[src/rtl/tournament_chooser.sv]
// rtl/tournament_chooser.sv - PHT/BHT tournament chooser with registered update, bypass and clear sweep
module tournament_chooser #(
  parameter int IDX_BITS  = 8,
  parameter int CTR_BITS  = 2,
  parameter int NUM_PORTS = 2,
  parameter int HIST_BITS = 0,
  localparam int HW       = (HIST_BITS > 0) ? HIST_BITS : 1
) (
  input  logic                      clk,
  input  logic                      rst,
  input  logic                      clear_i,
  output logic                      ready_o,
  input  logic [32*NUM_PORTS-1:0]   search_addr_i,
  input  logic [HW-1:0]             search_hist_i,
  output logic [NUM_PORTS-1:0]      select_o,
  input  logic                      corr_valid_i,
  input  logic [31:0]               corr_addr_i,
  input  logic [HW-1:0]             corr_hist_i,
  input  logic                      corr_pht_flag_i,
  input  logic                      corr_bht_flag_i,
  input  logic                      corr_branch_flag_i
);

  localparam int ENTRIES = 1 << IDX_BITS;
  localparam logic [CTR_BITS-1:0] CTR_INIT = {1'b0, {(CTR_BITS-1){1'b1}}};
  localparam logic [CTR_BITS-1:0] CTR_MAX  = '1;
  localparam logic [CTR_BITS-1:0] CTR_ONE  = CTR_BITS'(1);
  localparam logic [IDX_BITS-1:0] IDX_ONE  = IDX_BITS'(1);

  typedef enum logic {S_INIT, S_RUN} state_t;

  state_t              state, state_nxt;
  logic [IDX_BITS-1:0] sweep_idx, sweep_idx_nxt;
  logic [CTR_BITS-1:0] table_q [ENTRIES];

  logic                pend_v;
  logic [IDX_BITS-1:0] pend_idx;
  logic [CTR_BITS-1:0] pend_val;

  logic [IDX_BITS-1:0] search_idx [NUM_PORTS];
  logic [CTR_BITS-1:0] search_val [NUM_PORTS];

  logic [IDX_BITS-1:0] corr_idx;
  logic [CTR_BITS-1:0] corr_cur, corr_new;
  logic                pht_ok, bht_ok, corr_upd;

  logic                tbl_we;
  logic [IDX_BITS-1:0] tbl_widx;
  logic [CTR_BITS-1:0] tbl_wval;

  // Address bits outside the index window and history bits beyond IDX_BITS are not needed
  logic unused_bits;
  assign unused_bits = ^{search_addr_i, search_hist_i, corr_addr_i, corr_hist_i};

  // Table index: word-aligned PC bits XORed with zero-extended/truncated history
  function automatic logic [IDX_BITS-1:0] calc_idx(input logic [IDX_BITS-1:0] pc_bits,
                                                   input logic [HW-1:0] hist);
    logic [IDX_BITS-1:0] h;
    for (int i = 0; i < IDX_BITS; i++) begin
      h[i] = (i < HIST_BITS) ? hist[i % HW] : 1'b0;
    end
    return pc_bits ^ h;
  endfunction

  assign ready_o = (state == S_RUN);

  for (genvar k = 0; k < NUM_PORTS; k++) begin : g_port
    assign search_idx[k] = calc_idx(search_addr_i[32*k+2 +: IDX_BITS], search_hist_i);
    assign search_val[k] = (pend_v && (pend_idx == search_idx[k])) ? pend_val
                                                                    : table_q[search_idx[k]];
    assign select_o[k]   = (state == S_RUN) && search_val[k][CTR_BITS-1];
  end

  assign corr_idx = calc_idx(corr_addr_i[IDX_BITS+1:2], corr_hist_i);
  assign corr_cur = (pend_v && (pend_idx == corr_idx)) ? pend_val : table_q[corr_idx];
  assign pht_ok   = (corr_pht_flag_i == corr_branch_flag_i);
  assign bht_ok   = (corr_bht_flag_i == corr_branch_flag_i);
  assign corr_upd = corr_valid_i && (pht_ok ^ bht_ok);

  // Saturating step toward PHT when only it was right, toward BHT when only it was right
  always_comb begin
    corr_new = corr_cur;
    if (pht_ok) begin
      if (corr_cur != CTR_MAX) corr_new = corr_cur + CTR_ONE;
    end else begin
      if (corr_cur != '0) corr_new = corr_cur - CTR_ONE;
    end
  end

  // Sweep/run sequencing; clear restarts the sweep from entry 0 in either state
  always_comb begin
    state_nxt     = state;
    sweep_idx_nxt = sweep_idx;
    case (state)
      S_INIT: begin
        if (clear_i) begin
          sweep_idx_nxt = '0;
        end else begin
          sweep_idx_nxt = sweep_idx + IDX_ONE;
          if (sweep_idx == '1) state_nxt = S_RUN;
        end
      end
      S_RUN: begin
        if (clear_i) begin
          state_nxt     = S_INIT;
          sweep_idx_nxt = '0;
        end
      end
      default: begin
        state_nxt     = S_INIT;
        sweep_idx_nxt = '0;
      end
    endcase
  end

  // Control state and the pending-write register
  always_ff @(posedge clk or negedge rst) begin
    if (!rst) begin
      state     <= S_INIT;
      sweep_idx <= '0;
      pend_v    <= 1'b0;
      pend_idx  <= '0;
      pend_val  <= '0;
    end else begin
      state     <= state_nxt;
      sweep_idx <= sweep_idx_nxt;
      pend_v    <= (state == S_RUN) && !clear_i && corr_upd;
      if (corr_upd) begin
        pend_idx <= corr_idx;
        pend_val <= corr_new;
      end
    end
  end

  // Single write port: sweep entries while initialising, committed updates while running
  assign tbl_we   = !clear_i && ((state == S_INIT) || pend_v);
  assign tbl_widx = (state == S_INIT) ? sweep_idx : pend_idx;
  assign tbl_wval = (state == S_INIT) ? CTR_INIT : pend_val;

  // Counter table storage; contents are defined by the sweep rather than by reset
  always_ff @(posedge clk) begin
    if (tbl_we) table_q[tbl_widx] <= tbl_wval;
  end

endmodule

[config.mk]
export PLATFORM = sky130hd
export DESIGN_NAME = tournament_chooser
export DESIGN_NICKNAME = d
export VERILOG_FILES = /design/src/rtl/tournament_chooser.sv
export SDC_FILE = /design/constraint.sdc
export NUM_CORES = 1
export LEC_CHECK = 0
export ABC_AREA = 1
export CAP_MARGIN = 15
export CELL_PAD_IN_SITES_DETAIL_PLACEMENT = 0
export CELL_PAD_IN_SITES_GLOBAL_PLACEMENT = 1
export CORE_ASPECT_RATIO = 1.1
export CORE_MARGIN = 1
export CORE_UTILIZATION = 51
export DETAILED_ROUTE_END_ITERATION = 6
export MAX_ROUTING_LAYER = met4
export PLACE_DENSITY_LB_ADDON = 0.1
export SYNTH_ARGS = -nofsm -noshare
export SYNTH_HDL_FRONTEND = slang
export SYNTH_SLANG_ARGS = --single-unit
[constraint.sdc]
create_clock -name clk -period 12.5 [get_ports clk]
set_clock_uncertainty 0.05 [all_clocks]
set_input_delay 1.875 -clock clk [delete_from_list [all_inputs] [get_ports clk]]
set_output_delay 1.875 -clock clk [all_outputs]
set_load 0.03 [all_outputs]
==> results.sh <==
export IMPL_crit_required_ns=10.57
export IMPL_synth_simple_area_share=0.289
export IMPL_path_clk_slew_ns=0.06
export IMPL_port_buffers=33
export IMPL_placed_cell_area_um2=28200
export IMPL_maxClockFrequency_ghz=0.122
export IMPL_place_gp_congestion=0.950
export IMPL_final_fill_count=4830
export IMPL_syn2layout_area_growth_pct=8.16
export IMPL_ir_worst_vdd_v=0.000152
export IMPL_drive_gt1_frac=0.0498
export IMPL_final_area_um2=30200
export IMPL_rrSetupSlack_ns=8.70
export IMPL_p_total_w=0.00413
export IMPL_cts_max_level=2
export IMPL_synth_compound_area_frac=0.0856
export IMPL_synthXorXnorAreaFrac=0.00251
export IMPL_synth_fa_ha_area_frac=0.000448
export IMPL_slew_headroom=0.228
export IMPL_yosys_area_top_type="edfxtp_1"
export IMPL_die_area_um2=55700
export IMPL_cts_sinks=532
export IMPL_register_area_um2=15900
export IMPL_r2r_cells=9
export IMPL_r2r_end="table_q[186][1]"
export IMPL_overflow=0
export IMPL_fin_crit_sh=0.655
export IMPL_num_rows=89
export IMPL_die_w_um=225
export IMPL_grt_antenna_before_repair=3
export IMPL_synth_area_leaders="edfxtp_1 (55%), nand3_1 (11%), nand2_1 (10%)"
export IMPL_final_util=0.560
export IMPL_setup_slack_ns=4.32
export IMPL_rsz0062_at_grt="false"
export IMPL_critPathSlowestCell="inv_4"
export IMPL_drtPass1Iterations=6
export IMPL_core_area_um2=53900
export IMPL_hold_violations=0
export IMPL_ys_ff_latch=532
export IMPL_grt_pass1_vias=23500
export IMPL_cp_startpoint="search_addr_i[34]"
export IMPL_yosysUniqueCellTypes=34
export IMPL_clk_latency_ns=0.63
export IMPL_status="finished, final reports clean"
export IMPL_pin_count=108
export IMPL_yosysWarningCount=0
export IMPL_drt_iter0_drc=3673
export IMPL_tightest_slew_ns=1.16
export IMPL_wl_per_cell_um=26.4
export IMPL_ys_flop_type="edfxtp_1"
export IMPL_critPathKind="input port to primary output"
export IMPL_synthDominantCellAreaShare=0.550
export IMPL_finalNetCount=3214
export IMPL_synth_avg_cell_area_um2=8.67
export IMPL_syn_nets=3329
export IMPL_die_height_um=247
export IMPL_cts_resized=0
export IMPL_wirelength_um=103000
export IMPL_reg2reg_from="ready_o"
export IMPL_path_cells="buf_4, inv_4, buf_4, o21ai_0, o22ai_1, nand2_1, nand3_1, nand3_1, nand3_1, nand3_1, nand2_1, nand2_1, nand3_1, o211ai_1, inv_1, clkdlybuf4s50_1"
export IMPL_synth_top_family_by_area="simple AND/OR/NAND/NOR gates"
export IMPL_viasPerCell=6.43
export IMPL_cts_buffers=56
export IMPL_crit_top_cell="nand3_1"
export IMPL_ys_async_sr_fraction=0.0376
export IMPL_post_place_ws_ns=4.62
export IMPL_cts_buffer_depth=3
export IMPL_critPathLaunchType="input port"
export IMPL_grt_usage=0.378
export IMPL_postCtsSetupBuffers=0
export IMPL_cts_root_buffer="clkbuf_16"
export IMPL_fin_setup_tns_ns=0
export IMPL_ys_seq_area_frac=0.568
export IMPL_multi_input_area_um2=10600
export IMPL_critPathMaxStageDelay_ns=0.83
export IMPL_postSynthCellCount=3223
export IMPL_max_cap_violations=0
export IMPL_powerDensity_nw_per_um2=137
export IMPL_crit_end="select_o[1]"
export IMPL_vias=25000
export IMPL_grt_max_degree=165
export IMPL_dp_hpwl_um=55800
export IMPL_grt_pass1_wl_um=150000
export IMPL_final_max_slew_viol_count=0
export IMPL_drc=0
export IMPL_cp_end_kind="primary output"
export IMPL_hold_path_class="flop to flop"
export IMPL_cts_tree="yes"
export IMPL_layout_min_cycle_time_ns=8.18
export IMPL_muxShareOfSynthArea=0
export IMPL_p_leak_nw=10.4
export IMPL_synth_edf_count=512
export IMPL_syn_area_um2=27900
export IMPL_initial_core_util=0.518
export IMPL_setup_violations_final=0
export IMPL_crit_fanout=75
export IMPL_postCtsHoldBufs=0
export IMPL_cp_arrival_ns=6.26
export IMPL_ant_nets=0
synth_stat cells, types with 3 or more instances:
cell type    n
a21oi_1      8
buf_1       21
buf_2       89
buf_4        6
buf_6       27
clkbuf_1   109
clkinv_1     3
dfrtp_1     20
edfxtp_1   512
inv_1       49
inv_2        3
nand2_1    776
nand3_1    616
nor2_1     534
nor3_1       5
o211ai_1     5
o21ai_0    262
o21ai_1     21
o22ai_1    135
xnor2_1      3
xor2_1       5
flip-flops by register name, indices dropped and copies added (netlist names):
signal and flops:
sweep_idx 8, table_q 512, pend_idx 8, pend_val 2, ready_o 1, pend_v 1
kinds of logic after synthesis:
kind of cell / Yosys count
buffers and inverters: 309
adders and majority gates: 1
DFF: 532
and+or+nand+nor: 1936
xor gates and xnor gates: 8
AOI/OAI and AO/OA: 437
placed cells by master, fill, tap and decap left out, types with 13 or more instances in the layout:
cell,instances
nor2_1,534
clkinv_1,15
dfrtp_1,20
inv_1,43
edfxtp_1,512
clkdlybuf4s50_1,23
o21ai_1,21
nand3_1,614
clkbuf_16,57
o22ai_1,135
nand2_1,769
clkbuf_1,13
o21ai_0,262
buf_4,49
routing by layer:
layer	GRT usage	vias to the layer above	wire, um
met5	-	-	0
met4	0.185	0	5440
met3	0.0716	371	12400
met2	0.575	1702	45800
met1	0.488	11900	39000
li1	-	11000	-
stage by stage:
stage                     hold WS [ns]  instances
after global routing             0.519       3883
after CTS                        0.489       3879
after global placement           0.457       3776
final                            0.489       3884
after floorplan                  0.427       3223
after detailed placement         0.474       3776
power by group:
group	internal, W	switching, W	total (W)
clock	0.00106	0.000719	0.00178
combinational	0.000108	0.000303	0.000411
sequential	0.00193	0.00000893	0.00194
worst max-delay path: cells and delay by family:
family	cells	cell delay, ns
buffers and inverters	5	2.76
AND/OR/NAND/NOR	8	1.06
AO/OA/AOI/OAI	3	0.49
cell type report:
| class | count | area share |
|---|---|---|
| tap | 728 | 0.0302 |
| clock buffer | 70 | 0.0488 |
| inverter | 56 | 0.00779 |
| timing repair buffer | 80 | 0.0227 |
| multi-input combinational | 2382 | 0.350 |
| clock inverter | 33 | 0.0148 |
| sequential | 532 | 0.526 |
| antenna | 3 | 0.000249 |
worst min-delay path by stage:
| stage | slack (ns) | end | from | cells after the start |
|---|---|---|---|---|
| 6_report | 0.49 | pend_val[0] | pend_val[0] | 2 |
| 5_1_grt | 0.52 | sweep_idx[7] | sweep_idx[7] | 2 |
| 4_1_cts | 0.49 | pend_val[0] | pend_val[0] | 2 |
| 3_5_place_dp | 0.47 | pend_val[0] | pend_val[0] | 2 |
| 3_3_place_gp | 0.46 | pend_val[0] | pend_val[0] | 2 |
| 2_1_floorplan | 0.43 | sweep_idx[6] | sweep_idx[6] | 1 |
Note: power is estimated with default switching activity, not from simulation.
